## src/rtl/phys_reg_free_list.sv

```systemverilog
// Circular free list of physical register tags with speculative allocation,
// commit tracking, flush rollback and compacted multi-port release.
module phys_reg_free_list #(
  parameter int unsigned PREG_W      = 6,
  parameter int unsigned FL_DEPTH    = 32,
  parameter int unsigned INIT_BASE   = 32,
  parameter int unsigned ALLOC_PORTS = 2,
  parameter int unsigned REL_PORTS   = 2
) (
  input  logic                            Clk,
  input  logic                            Rest,
  input  logic [ALLOC_PORTS-1:0]          AllocReq,
  output logic [ALLOC_PORTS*PREG_W-1:0]   AllocPreg,
  output logic                            AllocReady,
  input  logic [REL_PORTS-1:0]            RelValid,
  input  logic [REL_PORTS*PREG_W-1:0]     RelPreg,
  input  logic [$clog2(ALLOC_PORTS):0]    CommitAllocNum,
  input  logic                            FlClean,
  output logic [$clog2(FL_DEPTH):0]       FreeCount,
  output logic                            FlEmpty,
  output logic                            FlFull,
  output logic                            FlOverflow
);

  localparam int unsigned IDX_W = $clog2(FL_DEPTH);
  localparam int unsigned PTR_W = IDX_W + 1;
  localparam int unsigned CNT_W = PTR_W;

  logic [PREG_W-1:0] mem [FL_DEPTH];

  logic [PTR_W-1:0] head_q;
  logic [PTR_W-1:0] tail_q;
  logic [PTR_W-1:0] chead_q;

  logic [CNT_W-1:0] alloc_n;
  logic             alloc_fire;
  logic [PTR_W-1:0] chead_nxt;
  logic [PTR_W-1:0] head_nxt;
  logic [CNT_W-1:0] rel_n;
  logic [CNT_W-1:0] rel_rank [REL_PORTS];
  logic [CNT_W-1:0] room;
  logic [CNT_W-1:0] rel_acc;
  logic [REL_PORTS-1:0] rel_we;
  logic             rel_ovf;
  logic [PTR_W-1:0] tail_nxt;
  logic [CNT_W-1:0] cnt_nxt;

  // Look-ahead tags at head, head+1, ...
  always_comb begin
    AllocPreg = '0;
    for (int k = 0; k < int'(ALLOC_PORTS); k++) begin
      AllocPreg[k*PREG_W +: PREG_W] = mem[IDX_W'(head_q + PTR_W'(k))];
    end
  end

  // Allocation grant and head / committed-head update
  always_comb begin
    alloc_n = '0;
    for (int k = 0; k < int'(ALLOC_PORTS); k++) begin
      alloc_n = alloc_n + CNT_W'(AllocReq[k]);
    end
    AllocReady = (FreeCount >= alloc_n);
    alloc_fire = (|AllocReq) && AllocReady && !FlClean;
    chead_nxt  = chead_q + PTR_W'(CommitAllocNum);
    head_nxt   = FlClean ? chead_nxt : head_q + (alloc_fire ? alloc_n : '0);
  end

  // Compact valid releases and clip them to the space left after head moves
  always_comb begin
    rel_n = '0;
    for (int k = 0; k < int'(REL_PORTS); k++) begin
      rel_rank[k] = rel_n;
      rel_n       = rel_n + CNT_W'(RelValid[k]);
    end
    room     = CNT_W'(FL_DEPTH) - (tail_q - head_nxt);
    rel_ovf  = (rel_n > room);
    rel_acc  = rel_ovf ? room : rel_n;
    rel_we   = '0;
    for (int k = 0; k < int'(REL_PORTS); k++) begin
      rel_we[k] = RelValid[k] && (rel_rank[k] < rel_acc);
    end
    tail_nxt = tail_q + rel_acc;
    cnt_nxt  = tail_nxt - head_nxt;
  end

  always_ff @(posedge Clk or posedge Rest) begin
    if (Rest) begin
      for (int unsigned i = 0; i < FL_DEPTH; i++) begin
        mem[IDX_W'(i)] <= PREG_W'(INIT_BASE + i);
      end
    end else begin
      for (int k = 0; k < int'(REL_PORTS); k++) begin
        if (rel_we[k]) begin
          mem[IDX_W'(tail_q + rel_rank[k])] <= RelPreg[k*PREG_W +: PREG_W];
        end
      end
    end
  end

  always_ff @(posedge Clk or posedge Rest) begin
    if (Rest) begin
      head_q     <= '0;
      chead_q    <= '0;
      tail_q     <= PTR_W'(FL_DEPTH);
      FreeCount  <= CNT_W'(FL_DEPTH);
      FlEmpty    <= 1'b0;
      FlFull     <= 1'b1;
      FlOverflow <= 1'b0;
    end else begin
      head_q     <= head_nxt;
      chead_q    <= chead_nxt;
      tail_q     <= tail_nxt;
      FreeCount  <= cnt_nxt;
      FlEmpty    <= (cnt_nxt == '0);
      FlFull     <= (cnt_nxt == CNT_W'(FL_DEPTH));
      FlOverflow <= FlOverflow | rel_ovf;
    end
  end

endmodule

```

## config.mk

```make
export PLATFORM = sky130hd
export DESIGN_NAME = phys_reg_free_list
export DESIGN_NICKNAME = d
export VERILOG_FILES = /design/src/rtl/phys_reg_free_list.sv
export SDC_FILE = /design/constraint.sdc
export NUM_CORES = 1
export LEC_CHECK = 0
export BUFFER_PORTS_ARGS = -buffer_cell sky130_fd_sc_hd__buf_2
export CORE_ASPECT_RATIO = 1.25
export CORE_MARGIN = 5
export CORE_UTILIZATION = 60
export DETAILED_ROUTE_END_ITERATION = 6
export GPL_ROUTABILITY_DRIVEN = 0
export HOLD_SLACK_MARGIN = 0.12
export MAX_ROUTING_LAYER = met4
export PLACE_DENSITY = 0.77
export SKIP_LAST_GASP = 1
export SLEW_MARGIN = 30
export SYNTH_ARGS = -nofsm -noshare
export SYNTH_HDL_FRONTEND = slang
export SYNTH_SLANG_ARGS = --single-unit
```

## constraint.sdc

```tcl
create_clock -name Clk -period 20.7 [get_ports Clk]
set_input_delay 1.035 -clock Clk [delete_from_list [all_inputs] [get_ports Clk]]
set_output_delay 1.035 -clock Clk [all_outputs]
set_load 0.02 [all_outputs]
```

======== After elaboration in Yosys (flattened, before gate mapping) ========
Cells that the tools add are included.
storage, ports and cells
  output and inout port bits .............. 22
  register bits ........................... 219
cells by class
  bitwise logic cells ..................... 5
  multiplexer cells ....................... 17
  eq/ne operators ......................... 1
  order comparisons ....................... 10
  add/sub/neg operators ................... 10
  reductions and logical operators ........ 9
operators by type and width
  cell                   count
  $bwmux W192            2
  $mux W192              2
  $bmux W6 S5            2
  $demux W6 S5           2
  $mux W6                8
  $ge A6 B6 Y1 const B   4
  $not A5 Y6             4
  $add A6 B2 Y6          2
  $lt A6 B1 Y1 const B   2
  $sub A6 B6 Y6          2
  $add A6 B6 Y6          1
  $eq A6 B6 Y1 const B   1
  $ge A6 B2 Y1           1
  $gt A2 B6 Y1           1
  $logic_and A1 B1 Y1    6
  $logic_not A6 Y1       1
  $lt A1 B6 Y1           1
  $lt A1 B6 Y1 const A   1
  $sub A6 B6 Y6 const A  1
  $add A5 B1 Y5          1
  $add A5 B1 Y5 const B  1
  $add A1 B1 Y2          2
  $mux W2                1
  $reduce_or A2 Y1       1
  2 further kinds        2

======== Longest topological paths before layout ========
  depth after elaboration ................. 16
  mapped depth ............................ 34
  depth with buffers taken out ............ 34

======== Worst setup path before layout ========
OpenSTA, ideal clock, no wires.
  path type ............................... in2reg
  start ................................... input port AllocReq[0]
  end ..................................... register FlFull
  stages on the path ...................... 31
  data arrival time ....................... 7.663 ns
  slack ................................... 12.937 ns
  data required time ...................... 20.599 ns
  path buffers ............................ 0
  setup time .............................. 0.101 ns
  cell sequence ........................... inv_1 ha_1 ha_1 o21ai_0 nand3_1 nor3b_1 and2_1 ha_1 fa_1 mux2_2 ha_1 ha_1 fa_1 a21o_1 a21oi_1 xnor2_1 or3_4 a21oi_4 mux2i_1 ha_1 inv_1 fa_1 inv_1 ha_1 a21o_1 a21oi_1 o21bai_1 a21oi_1 xnor2_1 xnor2_1 nor4b_1
between the ends
  longest elaborated chain between the ends .. 14
  elaborated cells on any way between the ends .. 15
  those cells by class .................... add/sub (6); order compare (2); eq/ne (1); mux (3); reduce/logical (3)
ends and longest elaborated chain
  element                               RTL line  source
  from (decl)                           12        input logic [ALLOC_PORTS-1:0] AllocReq,
  $add A1 B1 Y2 (*)                     60        alloc_n = alloc_n + CNT_W'(AllocReq[k]);
  $ge A6 B2 Y1 (*)                      62        AllocReady = (FreeCount >= alloc_n);
  named net AllocReady                  14        output logic AllocReady,
  $logic_and A1 B1 Y1 (*) (2 in a row)  63        alloc_fire = (|AllocReq) && AllocReady && !FlClean;
  $mux W2 (*)                           65        head_nxt = FlClean ? chead_nxt : head_q + (alloc_fire ? alloc_n : '0);
  $add A6 B2 Y6 (*)                     65
  $mux W6 (*)                           65
  named net head_nxt[1]                 38        logic [PTR_W-1:0] head_nxt;
  $sub A6 B6 Y6 (*) (2 in a row)        75        room = CNT_W'(FL_DEPTH) - (tail_q - head_nxt);
  $gt A2 B6 Y1                          76        rel_ovf = (rel_n > room);
  $mux W6 (*)                           77        rel_acc = rel_ovf ? room : rel_n;
  $add A6 B6 Y6 (*)                     82        tail_nxt = tail_q + rel_acc;
  named net tail_nxt[1]                 45        logic [PTR_W-1:0] tail_nxt;
  $sub A6 B6 Y6 (*)                     83        cnt_nxt = tail_nxt - head_nxt;
  named net cnt_nxt[5]                  46        logic [CNT_W-1:0] cnt_nxt;
  $eq A6 B6 Y1 (*)                      115       FlFull <= (cnt_nxt == CNT_W'(FL_DEPTH));
  to (signal assigned)                  115
  to (decl)                             21        output logic FlFull,
The timed path passes the listed nets; every way through them passes the cells marked *.

======== Worst setup path in the final report ========
  start ................................... input port AllocReq[0]
  end ..................................... register FlFull
between the ends
  longest elaborated chain between the ends .. 14
  elaborated cells on any way between the ends .. 15
  those cells by class .................... add/sub (6); order compare (2); eq/ne (1); mux (3); reduce/logical (3)
ends and longest elaborated chain
  element                           RTL line
  $add A1 B1 Y2                     60
  $ge A6 B2 Y1                      62
  $logic_and A1 B1 Y1 (2 in a row)  63
  $mux W2 (*)                       65
  $add A6 B2 Y6 (*)                 65
  $mux W6 (*)                       65
  named net head_nxt[1]             38
  $sub A6 B6 Y6 (*) (2 in a row)    75
  $gt A2 B6 Y1                      76
  $mux W6 (*)                       77
  $add A6 B6 Y6 (*)                 82
  named net tail_nxt[1]             45
  $sub A6 B6 Y6 (*)                 83
  named net cnt_nxt[5]              46
  $eq A6 B6 Y1 (*)                  115
Marked as above.

==> metrics.csv <==
metric;value;unit
drtAntennaViolNets;0;
multi_input_area;0.00928;mm²
grt_pass1_wl;63200;µm
grt_max_degree;78;
core_area;0.0252;mm²
pwr-share-comb;58.4;%
hpwl;27700;µm
n_fill_cell;1853;
switching_power;1.28;mW
drt_iter0_drc;896;
switching_share;39.4;%
htree_levels;1;
cts_tree;built;
dieHeight;189;µm
path_common_cell;ha_1;
first_pass_iters;5;
clock_skew;0.0126;ns
die_width;153;µm
path_buf_inv;4;
netlist_area;0.0153;mm²
p_int;1.96;mW
cts_made_buffers;24;
finalHoldViolCount;0;
yosys.area.top_type;mux2_2;
finalSetupTns;0;ns
netlist_instances;1080;
p_clk_share;13.3;%
final_common_cell;mux2_2;
final_cell_mix;mux2_2 (367), mux4_2 (120), dfstp_2 (115);
seq_area;0.00563;mm²
clkTransAtPathRegs;0.07;ns
dp_slack;12.33;ns
startpoint_type;primary input;
clockRootBuffer;clkbuf_16;
layoutNonFillerInstCount;1426;
areaGrowthSynthToFinish;7.87;%
synth_edf_count;0;
cp-end-kind;register;
dp.cells;1383;
required;21.13;ns
ff2ff_path_depth;30;
crit_arrival;8.25;ns
vias;9794;
synth_top_area_share;27.0;%
status;completed;
slew_violations;0;
portBuffers;42;
groute.usage.overall;29.2;%
slowest_stage;fa_1;
finalCritPeriodShare;37.8;%
layout-drive-gt1-share;71.2;%
num_rows;65;
io_pins;43;
max-cap-violations;0;
leakagePower;6.46;nW
p_total;3.24;mW
max_slew.worst_pin.slew;0.966;ns
holdWs;0.486;ns
clkLatencyLatePin;0.53;ns
path_delay_family;adder cells;
timing.slew.headroom;35.6;%
die_area;0.0289;mm²
cp_num_cells;32;
grt_pass1_vias;10200;
crit_type;in -> reg;
wl_per_cell;28.8;µm
ys_warn_count;0;
yosys-top-cells-area;mux2_2 (27%), dfstp_2 (20%), mux4_2 (18%);
antenna_found_initial;1;
cp_slowest_stage_delay;0.55;ns
nets;1133;
cts_setup_buffers;0;
cp_max_fo;5;
synthArstFlopShare;100;%
finalSetupViolCount;0;
cts_buffer_depth;3;
whs_path_depth;1;
power_density;196;mW/mm²
synth_ff_type;dfstp_2;
postCtsResizedCells;0;
initial_core_util;60.8;%
synth_seq_cells;219;
timing.final.crit_period;7.82;ns
seqPwrFrac;28.3;%
drc;0;
hold_buffers;0;
hp-class;reg -> reg;
cts.sinks;219;
drt_wl_total;41000;µm
rsz0062_at_grt;no;
routed_via_density;6.87;
ys_seq_area_share;36.7;%
fin_ws;12.88;ns
syn_area_per_cell;14.2;µm²
irDropWorstVdd;0.000118;V
grt_overflow;0;
yosysUniqueCellTypes;50;
fmax;0.128;GHz
==> registers in the layout, indices dropped and copies added, names as in the netlist <==
| signal | flops |
|---|---|
| mem | 192 |
| FreeCount | 6 |
| chead_q | 6 |
| head_q | 6 |
| tail_q | 6 |
| FlEmpty | 1 |
| FlFull | 1 |
| FlOverflow | 1 |
==> path summary, 6_finish.rpt <==
| check | start | endpoint | slack, ns |
|---|---|---|---|
| setup / recovery | AllocReq[0] | FlFull | 12.88 |
| hold / removal | FlOverflow | FlOverflow | 0.49 |
| setup reg to reg | FreeCount[0] | FlFull | 13.42 |
| hold reg to reg | FlOverflow | FlOverflow | 0.49 |
| max in group asynchronous | Rest | head_q[1] | 19.02 |
| min in group asynchronous | Rest | mem[69] | 0.57 |
==> power groups by stage <==
stage,sequential [mW],combinational (mW),clock (mW)
finish,0.918,1.89,0.431
global route,0.945,2.00,0.456
CTS,0.913,1.88,0.435
detailed placement,0.919,1.87,0
global placement,0.897,1.81,0
floorplan,0.820,1.45,0
==> synthesized netlist by cell type (all sizes together) (12+ instances only) <==
library cell and count:
buf 29, dfrtp 104, nand2 17, a21oi 12
dfstp 115, mux4 120, nor3 59, ha 33
xnor2 22, nand3 17, mux2 397, clkbuf 56
inv 31
==> area by class of cell <==
| type | count | share of cell area, % |
|---|---|---|
| Multi-Input combinational cell | 747 | 56.1 |
| Antenna cell | 1 | 0.0151 |
| Clock buffer | 38 | 4.38 |
| Sequential cell | 219 | 34.0 |
| Clock inverter | 4 | 0.310 |
| Tap cell | 335 | 2.53 |
| Inverter | 31 | 0.749 |
| Timing Repair Buffer | 51 | 1.87 |
==> cell families (layout without fill, tap and decap cells) <==
| family | count (synthesis) | in the layout | share of synthesized area, % |
|---|---|---|---|
| xor gates and xnor gates | 28 | 28 | 1.60 |
| AOI/OAI and AO/OA | 32 | 32 | 1.48 |
| buffers and inverters | 116 | 124 | 3.19 |
| muxes | 520 | 520 | 47.6 |
| other | 1 | 4 | 0.0245 |
| DFF | 219 | 219 | 36.7 |
| and+or+nand+nor | 126 | 126 | 6.09 |
| adders and majority gates | 38 | 38 | 3.35 |
==> through the flow <==
step / utilization, % / cell area [µm²]
after floorplan: - / 15300
after global placement: 62.3 / 15700
after detailed placement: 62.5 / 15700
after CTS: 65.5 / 16500
after global routing: 65.6 / 16500
final: 65.6 / 16500
==> metal layers <==
layer | wire [µm] | global-route usage [%] | up-vias
met5 | 0 | - | -
met4 | 1730 | 11.2 | 0
met3 | 3130 | 5.31 | 100
met2 | 20200 | 47.5 | 427
met1 | 15900 | 36.9 | 5142
li1 | - | - | 4125
(Power assumes the default switching activity.)
